<file path="src/rtl/keypad_pkg.sv">
// Shared constants and types for the 4x4 matrix-keypad scanner.
package keypad_pkg;

    localparam int ROW_COUNT = 4;
    localparam int COL_COUNT = 4;
    localparam int KEY_W     = 4;

    // One-cold row drive patterns, row 0 first
    localparam logic [ROW_COUNT-1:0] ROW0_SEL = 4'b1110;
    localparam logic [ROW_COUNT-1:0] ROW1_SEL = 4'b1101;
    localparam logic [ROW_COUNT-1:0] ROW2_SEL = 4'b1011;
    localparam logic [ROW_COUNT-1:0] ROW3_SEL = 4'b0111;

    // One scan frame outcome: valid=0 means no contact anywhere in the frame
    typedef struct packed {
        logic             valid;
        logic [KEY_W-1:0] code;
    } key_result_t;

    // "None" always carries a zero code so whole-struct comparisons are exact
    localparam key_result_t NO_KEY = '{valid: 1'b0, code: '0};

    // Maps a row index to its one-cold drive pattern
    function automatic logic [ROW_COUNT-1:0] row_sel_for(input logic [1:0] idx);
        logic [ROW_COUNT-1:0] sel;
        case (idx)
            2'd0:    sel = ROW0_SEL;
            2'd1:    sel = ROW1_SEL;
            2'd2:    sel = ROW2_SEL;
            default: sel = ROW3_SEL;
        endcase
        return sel;
    endfunction

endpackage

</file>
<file path="src/rtl/keypad_debounce.sv">
// Frame-level debouncer: accepts a new key result only after it has been
// reported for DEBOUNCE_FRAMES consecutive scan frames.
module keypad_debounce
    import keypad_pkg::*;
#(
    parameter int DEBOUNCE_FRAMES = 4
) (
    input  logic             clk,
    input  logic             rst,
    input  logic             frame_valid,
    input  key_result_t      frame_result,
    output logic [KEY_W-1:0] enc_out,
    output logic             pressed
);

    localparam int CW = $clog2(DEBOUNCE_FRAMES + 1);

    logic [CW-1:0] stable_cnt;
    logic [CW-1:0] next_cnt;
    key_result_t   prev_result;

    // A repeat of the previous result extends the run (saturating); anything new restarts it at one
    always_comb begin
        next_cnt = stable_cnt;
        if (frame_result == prev_result) begin
            if (stable_cnt < CW'(DEBOUNCE_FRAMES)) begin
                next_cnt = stable_cnt + 1'b1;
            end
        end else begin
            next_cnt = CW'(1);
        end
    end

    // Update the run at each frame boundary and commit outputs once the run is long enough;
    // the code is kept on release so the user logic can still read the last key
    always_ff @(posedge clk) begin
        if (rst) begin
            stable_cnt  <= '0;
            prev_result <= NO_KEY;
            enc_out     <= '0;
            pressed     <= 1'b0;
        end else if (frame_valid) begin
            stable_cnt  <= next_cnt;
            prev_result <= frame_result;
            if (next_cnt == CW'(DEBOUNCE_FRAMES)) begin
                if (frame_result.valid) begin
                    enc_out <= frame_result.code;
                    pressed <= 1'b1;
                end else begin
                    pressed <= 1'b0;
                end
            end
        end
    end

endmodule

</file>
<file path="src/rtl/keypad_top.sv">
// 4x4 matrix-keypad scanner: rotates an active-low row drive, samples the
// active-low columns at the end of each row dwell, reduces each frame to a
// single prioritised key result and hands it to the debouncer.
module keypad_top
    import keypad_pkg::*;
#(
    parameter int SCAN_DIV        = 1024,
    parameter int DEBOUNCE_FRAMES = 4
) (
    input  logic                 clk,
    input  logic                 rst,
    input  logic [COL_COUNT-1:0] in,
    output logic [ROW_COUNT-1:0] row_select,
    output logic [KEY_W-1:0]     enc_out,
    output logic                 pressed
);

    localparam int DW = (SCAN_DIV > 1) ? $clog2(SCAN_DIV) : 1;

    logic [DW-1:0] dwell_cnt;
    logic [1:0]    row_idx;
    logic          last_dwell;
    logic          row_hit;
    logic [1:0]    hit_col;
    key_result_t   frame_acc;
    key_result_t   frame_now;
    logic          frame_strobe;
    key_result_t   frame_result;

    // The last dwell cycle of a row is both the sampling point and the row-advance point
    assign last_dwell = (dwell_cnt == DW'(SCAN_DIV - 1));

    // Dwell counter and row index: hold each row SCAN_DIV cycles, wrap 3 -> 0 with no idle slot
    always_ff @(posedge clk) begin
        if (rst) begin
            dwell_cnt <= '0;
            row_idx   <= 2'd0;
        end else if (last_dwell) begin
            dwell_cnt <= '0;
            row_idx   <= row_idx + 2'd1;
        end else begin
            dwell_cnt <= dwell_cnt + 1'b1;
        end
    end

    // Registered row drive so the keypad pins never see decode glitches
    always_ff @(posedge clk) begin
        if (rst) begin
            row_select <= ROW0_SEL;
        end else if (last_dwell) begin
            row_select <= row_sel_for(row_idx + 2'd1);
        end
    end

    // Lowest pulled-low column in the currently driven row
    always_comb begin
        row_hit = (in != '1);
        hit_col = 2'd0;
        if (!in[0]) begin
            hit_col = 2'd0;
        end else if (!in[1]) begin
            hit_col = 2'd1;
        end else if (!in[2]) begin
            hit_col = 2'd2;
        end else if (!in[3]) begin
            hit_col = 2'd3;
        end
    end

    // Frame result so far: row 0 starts a fresh frame, earlier rows keep priority over later ones
    always_comb begin
        frame_now = (row_idx == 2'd0) ? NO_KEY : frame_acc;
        if (!frame_now.valid && row_hit) begin
            frame_now.valid = 1'b1;
            frame_now.code  = {row_idx, hit_col};
        end
    end

    // Accumulate per-row samples and publish the finished frame one cycle after the row-3 sample
    always_ff @(posedge clk) begin
        if (rst) begin
            frame_acc    <= NO_KEY;
            frame_strobe <= 1'b0;
            frame_result <= NO_KEY;
        end else begin
            frame_strobe <= last_dwell && (row_idx == 2'd3);
            if (last_dwell) begin
                frame_acc <= frame_now;
                if (row_idx == 2'd3) begin
                    frame_result <= frame_now;
                end
            end
        end
    end

    keypad_debounce #(
        .DEBOUNCE_FRAMES(DEBOUNCE_FRAMES)
    ) u_debounce (
        .clk         (clk),
        .rst         (rst),
        .frame_valid (frame_strobe),
        .frame_result(frame_result),
        .enc_out     (enc_out),
        .pressed     (pressed)
    );

endmodule

</file>
<file path="config.mk">
export PLATFORM = sky130hd
export DESIGN_NAME = keypad_top
export DESIGN_NICKNAME = d
export VERILOG_FILES = /design/src/rtl/keypad_pkg.sv /design/src/rtl/keypad_debounce.sv /design/src/rtl/keypad_top.sv
export SDC_FILE = /design/constraint.sdc
export NUM_CORES = 1
export LEC_CHECK = 0
export ABC_CLOCK_PERIOD_IN_PS = 3700
export CAP_MARGIN = 40
export CORE_ASPECT_RATIO = 1.75
export CORE_MARGIN = 8
export CORE_UTILIZATION = 28
export DETAILED_ROUTE_END_ITERATION = 8
export GPL_TIMING_DRIVEN = 0
export PLACE_DENSITY_LB_ADDON = 0.3
export SLEW_MARGIN = 15
export SYNTH_ARGS = -nofsm -noshare
export SYNTH_HDL_FRONTEND = slang
export SYNTH_SLANG_ARGS = --single-unit
</file>
<file path="constraint.sdc">
create_clock -name clk -period 3.7 [get_ports clk]
set_input_delay 0.74 -clock clk [delete_from_list [all_inputs] [get_ports clk]]
set_output_delay 0.74 -clock clk [all_outputs]
set_load 0.01 [all_outputs]
</file>
---- Word-level counts from Yosys, hierarchy flattened ----
Index checks and enable logic that the tools add are counted.
word-level totals
  flip-flop bits (word level) ............. 40
  input port bits ......................... 6
  output and inout port bits .............. 9
  word-level logic and storage cells ...... 43
operators by class
  add/subtract/negate cells ............... 3
  order comparisons ....................... 1
  equal/unequal tests ..................... 7
  muxes and demuxes ....................... 10
  reductions and logical operators ........ 9
operators with widths
  operator                                                          number
  4-bit case mux with 3 select lines                                1
  10-bit by 1-bit adder with 10-bit output (second input constant)  1
  10-bit == test (second input constant)                            1
  5-bit 2-to-1 mux                                                  2
  2-bit 2-to-1 mux                                                  4
  3-bit 2-to-1 mux                                                  2
  5-bit == test                                                     1
  2-bit == test (second input constant)                             2
  2-bit zero test                                                   2
  4-bit != test (second input constant)                             1
  2-bit AND reduction                                               2
  3-bit by 1-bit adder with 3-bit output (second input constant)    1
  3-bit == test (second input constant)                             1
  3-bit < comparator (second input constant)                        1
  3-bit AND reduction                                               1
  2-bit by 1-bit adder with 2-bit output (second input constant)    1
  2-bit by 1-bit == test with 1-bit output (second input constant)  1
  1-bit logical AND                                                 2
  2-bit OR reduction                                                1
  1-bit zero test                                                   1
  1-bit 2-to-1 mux                                                  1

---- Longest topological paths before layout ----
Gate-level depths: netlist (run 1).
  depth after elaboration ................. 5
  mapped depth ............................ 7
  mapped depth without buffers ............ 6

---- Cells and area by module ----
A second synthesis (run 1) with hierarchy kept.
unflattened totals
  cell total of the unflattened synthesis .. 188
  area, all modules ....................... 1,850.5 µm²
by module, submodules not included
  module           times used  cells an instance  area an instance (µm²)  sequential area each (µm²)
  keypad_top       1           121                1,193.6                 540.5
  keypad_debounce  1           67                 656.9                   260.2

---- Least setup slack after synthesis (run 1) ----
No wires, ideal clock.
  kind .................................... register to register
  from .................................... register dwell_cnt[0]
  to ...................................... register row_select[1]
  setup time .............................. 0.120 ns
  arrival time ............................ 1.595 ns
  required time ........................... 3.580 ns
  path slack .............................. 1.986 ns
  cell stages (with the launch flop) ...... 7
  buffers on the path ..................... 2
  clock period less this slack ............ 1.714 ns
  cell sequence ........................... dfxtp_1 ha_1 clkbuf_1 nand3_1 or3_1 buf_6 a211o_1
on the way
  cells in the longest elaborated chain, start to end .. 1
ends and longest elaborated chain
  item                    RTL line          text
  start, declared         keypad_top.sv:20  logic [DW-1:0] dwell_cnt;
  start signal, assigned  keypad_top.sv:42  dwell_cnt <= dwell_cnt + 1'b1;
  10-bit == test          keypad_top.sv:31  assign last_dwell = (dwell_cnt == DW'(SCAN_DIV - 1));
  end signal, assigned    keypad_top.sv:51  row_select <= row_sel_for(row_idx + 2'd1);
  end, declared           keypad_top.sv:13  output logic [ROW_COUNT-1:0] row_select,
Every way passes these cells.
A chain may end at the register's enable or synchronous reset.

---- Worst setup path in the final report (run 1) ----
  from .................................... input port in[1]
  to ...................................... register, netlist name frame_result[2]
on the way
  cells in the longest elaborated chain, start to end .. 3
ends and longest elaborated chain
  item               RTL line          text
  start, declared    keypad_top.sv:12  input logic [COL_COUNT-1:0] in,
  4-bit != test      keypad_top.sv:57  row_hit = (in != '1);
  1-bit logical AND  keypad_top.sv:73  if (!frame_now.valid && row_hit) begin
  5-bit 2-to-1 mux   keypad_top.sv:73
Every way passes these cells.

==> metrics, run 1 <==
1st-pass router iterations=4; Site Rows=39; CP required=around 3.8 ns; Max-cap violations=0; register area share after synthesis=0.4348; Final setup violation count=0; Reg clk slew, reported paths=approximately 0.06 ns; Placed Instance Area=roughly 0.0021 mm²; Final TNS setup=0 ns; GRT Util Overall=0.09002; H-Tree Depth=2; layout cells sized above 1=0.07240; Syn. warnings=0; clock skew=around 0.006 ns; crit end category=flip-flop; IO buf count=13; routed vias/inst=around 5; dpl hpwl=about 3000 µm; Post-synth EDFFs=0; fin crit share=0.5188; initial antenna violation count=0; post-CTS setup buffers=0; fmax=between 0.5 and 0.6 GHz; gr ovfl total=0; clk sink count=40; status=finished clean; layout net count=between 200 and 250; Design Area, Final=~0.0022 mm²; Final min period=1.920 ns; Crit path arrival time=slightly above 2 ns; I/O Pins=15; clock buffer count from CTS=5; clk root buf=clkbuf_16; max_slew headroom=0.5774; Final Util=0.3458; fin. max-slew vios=0; vias in the first global route=~1,500; worst hold slack=about 0.47 ns; Post-Route WL=between 3000 and 4000 µm; average routed wire per standard cell=between 10 and 15 µm; peak supply drop=a little under 0.0002 V; Die Ht=~120 µm; die area=between 0.009 and 0.01 mm²; Mean Syn Cell Area=~9.2 µm²; Synthesized Nets=213; DRC=0; Critical Setup Path Class=input port to flip-flop; Worst R2R Start=dwell_cnt[0]; Hold WC Path Type=flip-flop to flip-flop; Worst-Skew Late Latency=approximately 0.28 ns; CP Launch Type=input port; area of the core=~0.0064 mm²; GPL Wtd Cong=slightly above 0.7; Initial Util=0.2859; die width=just under 80 µm; PD cells=407.3 mW/mm²; Hold Crit Start=row_select[2]; post-synthesis async set-or-reset flop share=0; largest net degree at the start of global routing=14; P&R area growth vs syn=20.92%; final hold violation count=0; ant diodes=0; Final WS setup=around 1.8 ns; Worst Max-Slew Pin Slew=between 0.6 and 0.7 ns; First DRT Iteration DRCs=43; Bufs on Longest Clock Path=2; RSZ-0062 raised after global routing=false; #FFs+latches synth=40; cts hold-fix bufs=0; Lkg Pwr=approximately 0.00075 µW; Mapped Cells=200; Vias=roughly 1,500; Setup WS pre-CTS=1.478 ns; post-CTS sizing=0; Critical path origin=in[1]; Synth cell types=42; area of the mapped netlist=around 0.0018 mm²; top_reg_cell synth=dfxtp_1; maximum fanout along the worst path=3; TritonCTS clock tree=yes; antenna viol nets, final=0; first-pass GRT wire length=between 6000 and 7000 µm
## synth_stat cells, types with 2 or more instances
library cell / n / area [µm²]
a311oi_1: 3 / 26.28
a211oi_1: 4 / 30.03
nor2b_1: 4 / 25.02
nand3_1: 11 / 55.05
dfxtp_1: 40 / 800.8
nor3b_1: 2 / 15.01
xnor2_1: 9 / 78.83
nand4_1: 2 / 12.51
o31ai_1: 2 / 15.01
nand2_1: 8 / 30.03
a21oi_1: 15 / 75.07
inv_1: 2 / 7.510
xor2_1: 3 / 26.28
nor3_1: 11 / 55.05
o21ai_0: 6 / 30.03
buf_2: 3 / 15.01
ha_1: 7 / 87.58
mux2i_1: 10 / 100.1
a211o_1: 4 / 35.03
nand3b_1: 2 / 15.01
nor2_1: 23 / 86.33
or3_1: 2 / 12.51
clkbuf_1: 5 / 18.77
nand2b_1: 4 / 25.02
## metrics by stage
stage,std cells,power (µW)
floorplan,200,460.6
global placement,295,471.9
detailed placement,295,472.2
CTS,303,917.1
global route,303,944.2
finish,303,907.0
## path summary, 6_finish.rpt
| kind | slack (ns) | endpoint | cells after the start |
|---|---|---|---|
| hold reg to reg | 0.47 | row_select[2] | 1 |
| setup / recovery | 1.78 | frame_result[2] | 5 |
| hold / removal | 0.47 | row_select[2] | 1 |
| setup reg to reg | 1.79 | row_select[1] | 6 |
## state kept, by name (all words and copies together), names as in the netlist, 2 cells and up
signal	count
frame_acc	5
frame_result	5
u_debounce.enc_out	4
row_idx	2
row_select	4
u_debounce.prev_result	5
u_debounce.stable_cnt	3
dwell_cnt	10
## routing by layer
layer / GRT usage / share of wire / vias up
met5: 0 / 0 / -
met4: 0.05107 / 0.024 / 0
met3: 0.02402 / 0.030 / 7
met2: 0.1652 / 0.55 / 17
met1: 0.08942 / 0.39 / 697
li1: - / - / 755
## power breakdown
group          internal, µW  leakage, µW  total (µW)  switching [µW]
logic                  10.6     0.000353        26.8            16.2
clock network           269    0.0000772         445             176
registers               433     0.000323         435            1.87
## worst max-delay path, stage by stage
cell and delay, ns:
clkdlybuf4s50_1 0.49, nand2_1 0.09, o21bai_1 0.33, mux2i_1 0.29
a311oi_1 0.12
## layout make-up
class,instances,area (µm²)
Buffer,10,48.80
Clock buffer,6,138.9
Clock inverter,2,13.76
Fill cell,706,4214
Inverter,2,7.507
Multi-Input combinational cell,148,984.7
Sequential cell,40,800.8
Tap cell,82,102.6
Timing Repair Buffer,13,130.1
## cells by family after synthesis
family                   synth area share
buffers and inverters             0.03057
adder cells (fa/ha/maj)           0.04755
XOR/XNOR                          0.05707
AND/OR/NAND/NOR                    0.2330
AO/OA/AOI/OAI                      0.1427
multiplexers                      0.05435
flip-flops                         0.4348
## cells in the final DEF, fill, tap and decap left out, types with 3 or more instances in the layout
master / synthesis / final
nor2b_1: 4 / 4
nor3_1: 11 / 11
o21ai_0: 6 / 6
nand2b_1: 4 / 4
xnor2_1: 9 / 9
ha_1: 7 / 7
buf_2: 3 / 3
nand2_1: 8 / 8
dfxtp_1: 40 / 40
a211oi_1: 4 / 4
a311oi_1: 3 / 3
xor2_1: 3 / 3
a211o_1: 4 / 4
nor2_1: 23 / 23
a21oi_1: 15 / 15
nand3_1: 11 / 11
clkdlybuf4s50_1: 0 / 13
clkbuf_16: 0 / 5
clkbuf_1: 5 / 5
mux2i_1: 10 / 10
(Power assumes the default switching activity.)
==> inputs of run 2 (changes only) <==
- ABC_CLOCK_PERIOD_IN_PS: 3700 -> 2000
- clock period: 3.7 -> 2 ns (I/O delays scaled with it)
==> run 2 against run 1 <==
Effect of this change: core utilization increased by 0.16 points; power increased by 85%; clock power increased by 85%; sequential share of layout area decreased by 0.16 points; global-route usage unchanged; critical path depth increased by 1; non-clock buffer count decreased by 1; register-to-register slack got worse by 1.6 ns; via count about the same; worst setup slack got worse by 1.6 ns; sequential power increased by 85%; wire length increased by 0.89%; highest routed layer unchanged; largest power group unchanged.
==> metrics, run 2 (synthesized netlist as in run 1, its figures left out) <==
status=finished clean; Final min period=around 1.8 ns; H-Tree Depth=2 (unchanged); Worst Max-Slew Pin Slew=0.5672 ns (-0.06196 ns); commonest cells after routing, fill and taps aside=dfxtp_1 (40), nor2_1 (23), a21oi_1 (15); placed instance count=295 (unchanged); Vias=1,477 (+0.068%); GPL Wtd Cong=0.7202 (unchanged); I/O Pins=15 (unchanged); Final TNS setup=0 ns (unchanged); Final WS setup=0.2071 ns (-1.573 ns); layout cells sized above 1=0.08636 (+0.01397); maximum fanout along the worst path=5 (+2); Hold WC Path Type=flip-flop to flip-flop; fin. max-slew vios=0 (unchanged); final hold violation count=0 (unchanged); Bufs on Longest Clock Path=2 (unchanged); PD cells=749.7 mW/mm² (+84%); CP Cell Sequence=inv_1 > ha_1 > nor2b_1 > o21bai_1 > mux2i_1 > a311oi_1; routed vias/inst=4.891 (+0.40%); IO buf count=13 (unchanged); CP max stage cell=dfxtp_1; P&R area growth vs syn=21.47%; FF-to-FF End=frame_result[2]; number of flip-flops in the largest register=10 (unchanged); Reg clk slew, reported paths=0.06 ns (about the same); vias in the first global route=1,471 (unchanged); 1st-pass router iterations=4 (unchanged); Top reg by flops=dwell_cnt; sequential cell area=800.8 µm² (unchanged); Site Rows=39 (unchanged); First DRT Iteration DRCs=33 (-23%); average routed wire per standard cell=13.14 µm (+1.2%); peak supply drop=0.0003642 V (+85%); Crit path arrival time=1.94 ns (-0.12 ns); max_slew headroom=0.6219 (+0.04454); commonest non-fill, non-tap cell in the layout=dfxtp_1; largest net degree at the start of global routing=14 (unchanged); Critical Setup Path Class=flip-flop to flip-flop; GRT Util Overall=0.09002 (unchanged); fin cells=302 (-0.33%); Hold Crit Start=row_select[2]; delay-heaviest family, CP=flip-flops; crit end category=flip-flop; ant diodes=0 (unchanged); Final setup violation count=0 (unchanged); hold path depth=1 (unchanged); Initial Util=0.2859 (unchanged); fmax=0.5578 GHz; Buf/Inv on CP=1 (unchanged); dpl hpwl=2943 µm (unchanged); antenna viol nets, final=0 (unchanged); CP Launch Type=flip-flop; Post-Route WL=3969 µm (+0.89%); layout net count=232 (-0.43%); R2R Setup Slk=0.21 ns (-1.58 ns); RSZ-0062 raised after global routing=false; Reg2Reg Depth=6 (unchanged); TritonCTS clock tree=yes; fin crit share=0.8964; CP required=2.14 ns (-1.70 ns); Worst R2R Start=row_idx[0]; first-pass GRT wire length=6927 µm (unchanged); initial antenna violation count=0 (unchanged); clock skew=0.006486 ns (+0.0005338 ns); clk sink count=40 (unchanged); Max-cap violations=0 (unchanged); slowest stage delay, CP=0.43 ns (-0.06 ns); Die Ht=123.3 µm (unchanged); die width=77.31 µm (unchanged); area of the core=0.006441 mm² (unchanged); Worst-Skew Late Latency=0.28 ns (about the same); die area=0.009532 mm² (unchanged); Lkg Pwr=0.0007495 µW (-0.42%); DRC=0 (unchanged); Placed Instance Area=0.002074 mm² (unchanged); gr ovfl total=0 (unchanged); Design Area, Final=0.002237 mm² (+0.45%); # fillers=704 (-0.28%); clk root buf=clkbuf_16; clock buffer count from CTS=5 (unchanged); post-CTS setup buffers=0 (unchanged); Hold Path Sink=row_select[2]; Setup WS pre-CTS=0.1179 ns (-1.360 ns); Multi-input gate area=998.5 µm² (+1.4%)
run 2: cell count changes in the layout (fill, tap and decap cells not counted), sizes merged:
cell / change
clkbuf: -1
run 2: worst max path at each step:
stage,start,end,slack (ns),depth (start not counted)
2_1_floorplan,dwell_cnt[0],row_select[1],0.29,6
3_3_place_gp,dwell_cnt[0],row_select[1],0.11,6
3_5_place_dp,in[1],frame_result[2],0.12,5
4_1_cts,dwell_cnt[0],row_select[2],0.1,6
5_1_grt,row_idx[0],frame_acc[0],0.02,6
6_report,row_idx[0],frame_result[2],0.21,6
run 2: report_power, final:
part           switching (µW)  leakage, µW  internal (µW)
Sequential               3.56     0.000323            802
Clock                     323    0.0000772            498
Combinational            30.0     0.000350           20.3
Total                     357     0.000750           1320
run 2: metal layers:
metal  vias to the layer above  track usage  share of wire
met5                         -            0              0
met4                         0      0.05107          0.023
met3                         7      0.02402          0.031
met2                        19       0.1652           0.55
met1                       698      0.08942           0.40
li1                        753            -              -
run 2: repair_timing:
action                                  4_1_cts  5_1_grt
endpoints found under the setup margin        0       17
resized for setup                             0        3
hold buffers                                  0        0
run 2: area by class of cell:
class,count,area share
buffer,9,0.02013
tap,82,0.04586
multi-input combinational,148,0.4463
sequential,40,0.3579
inverter,2,0.003356
clock inverter,2,0.006152
clock buffer,6,0.06208
timing repair buffer,13,0.05817
run 2: per-stage QoR:
stage	total power, µW	util	hold slack [ns]
final	1677	0.3473	0.4676
after global routing	1747	0.3473	0.4995
after CTS	1697	0.3458	0.4719
after detailed placement	873.6	0.3221	0.4530
after global placement	873.1	0.3221	0.4467
after floorplan	852.1	-	0.4482
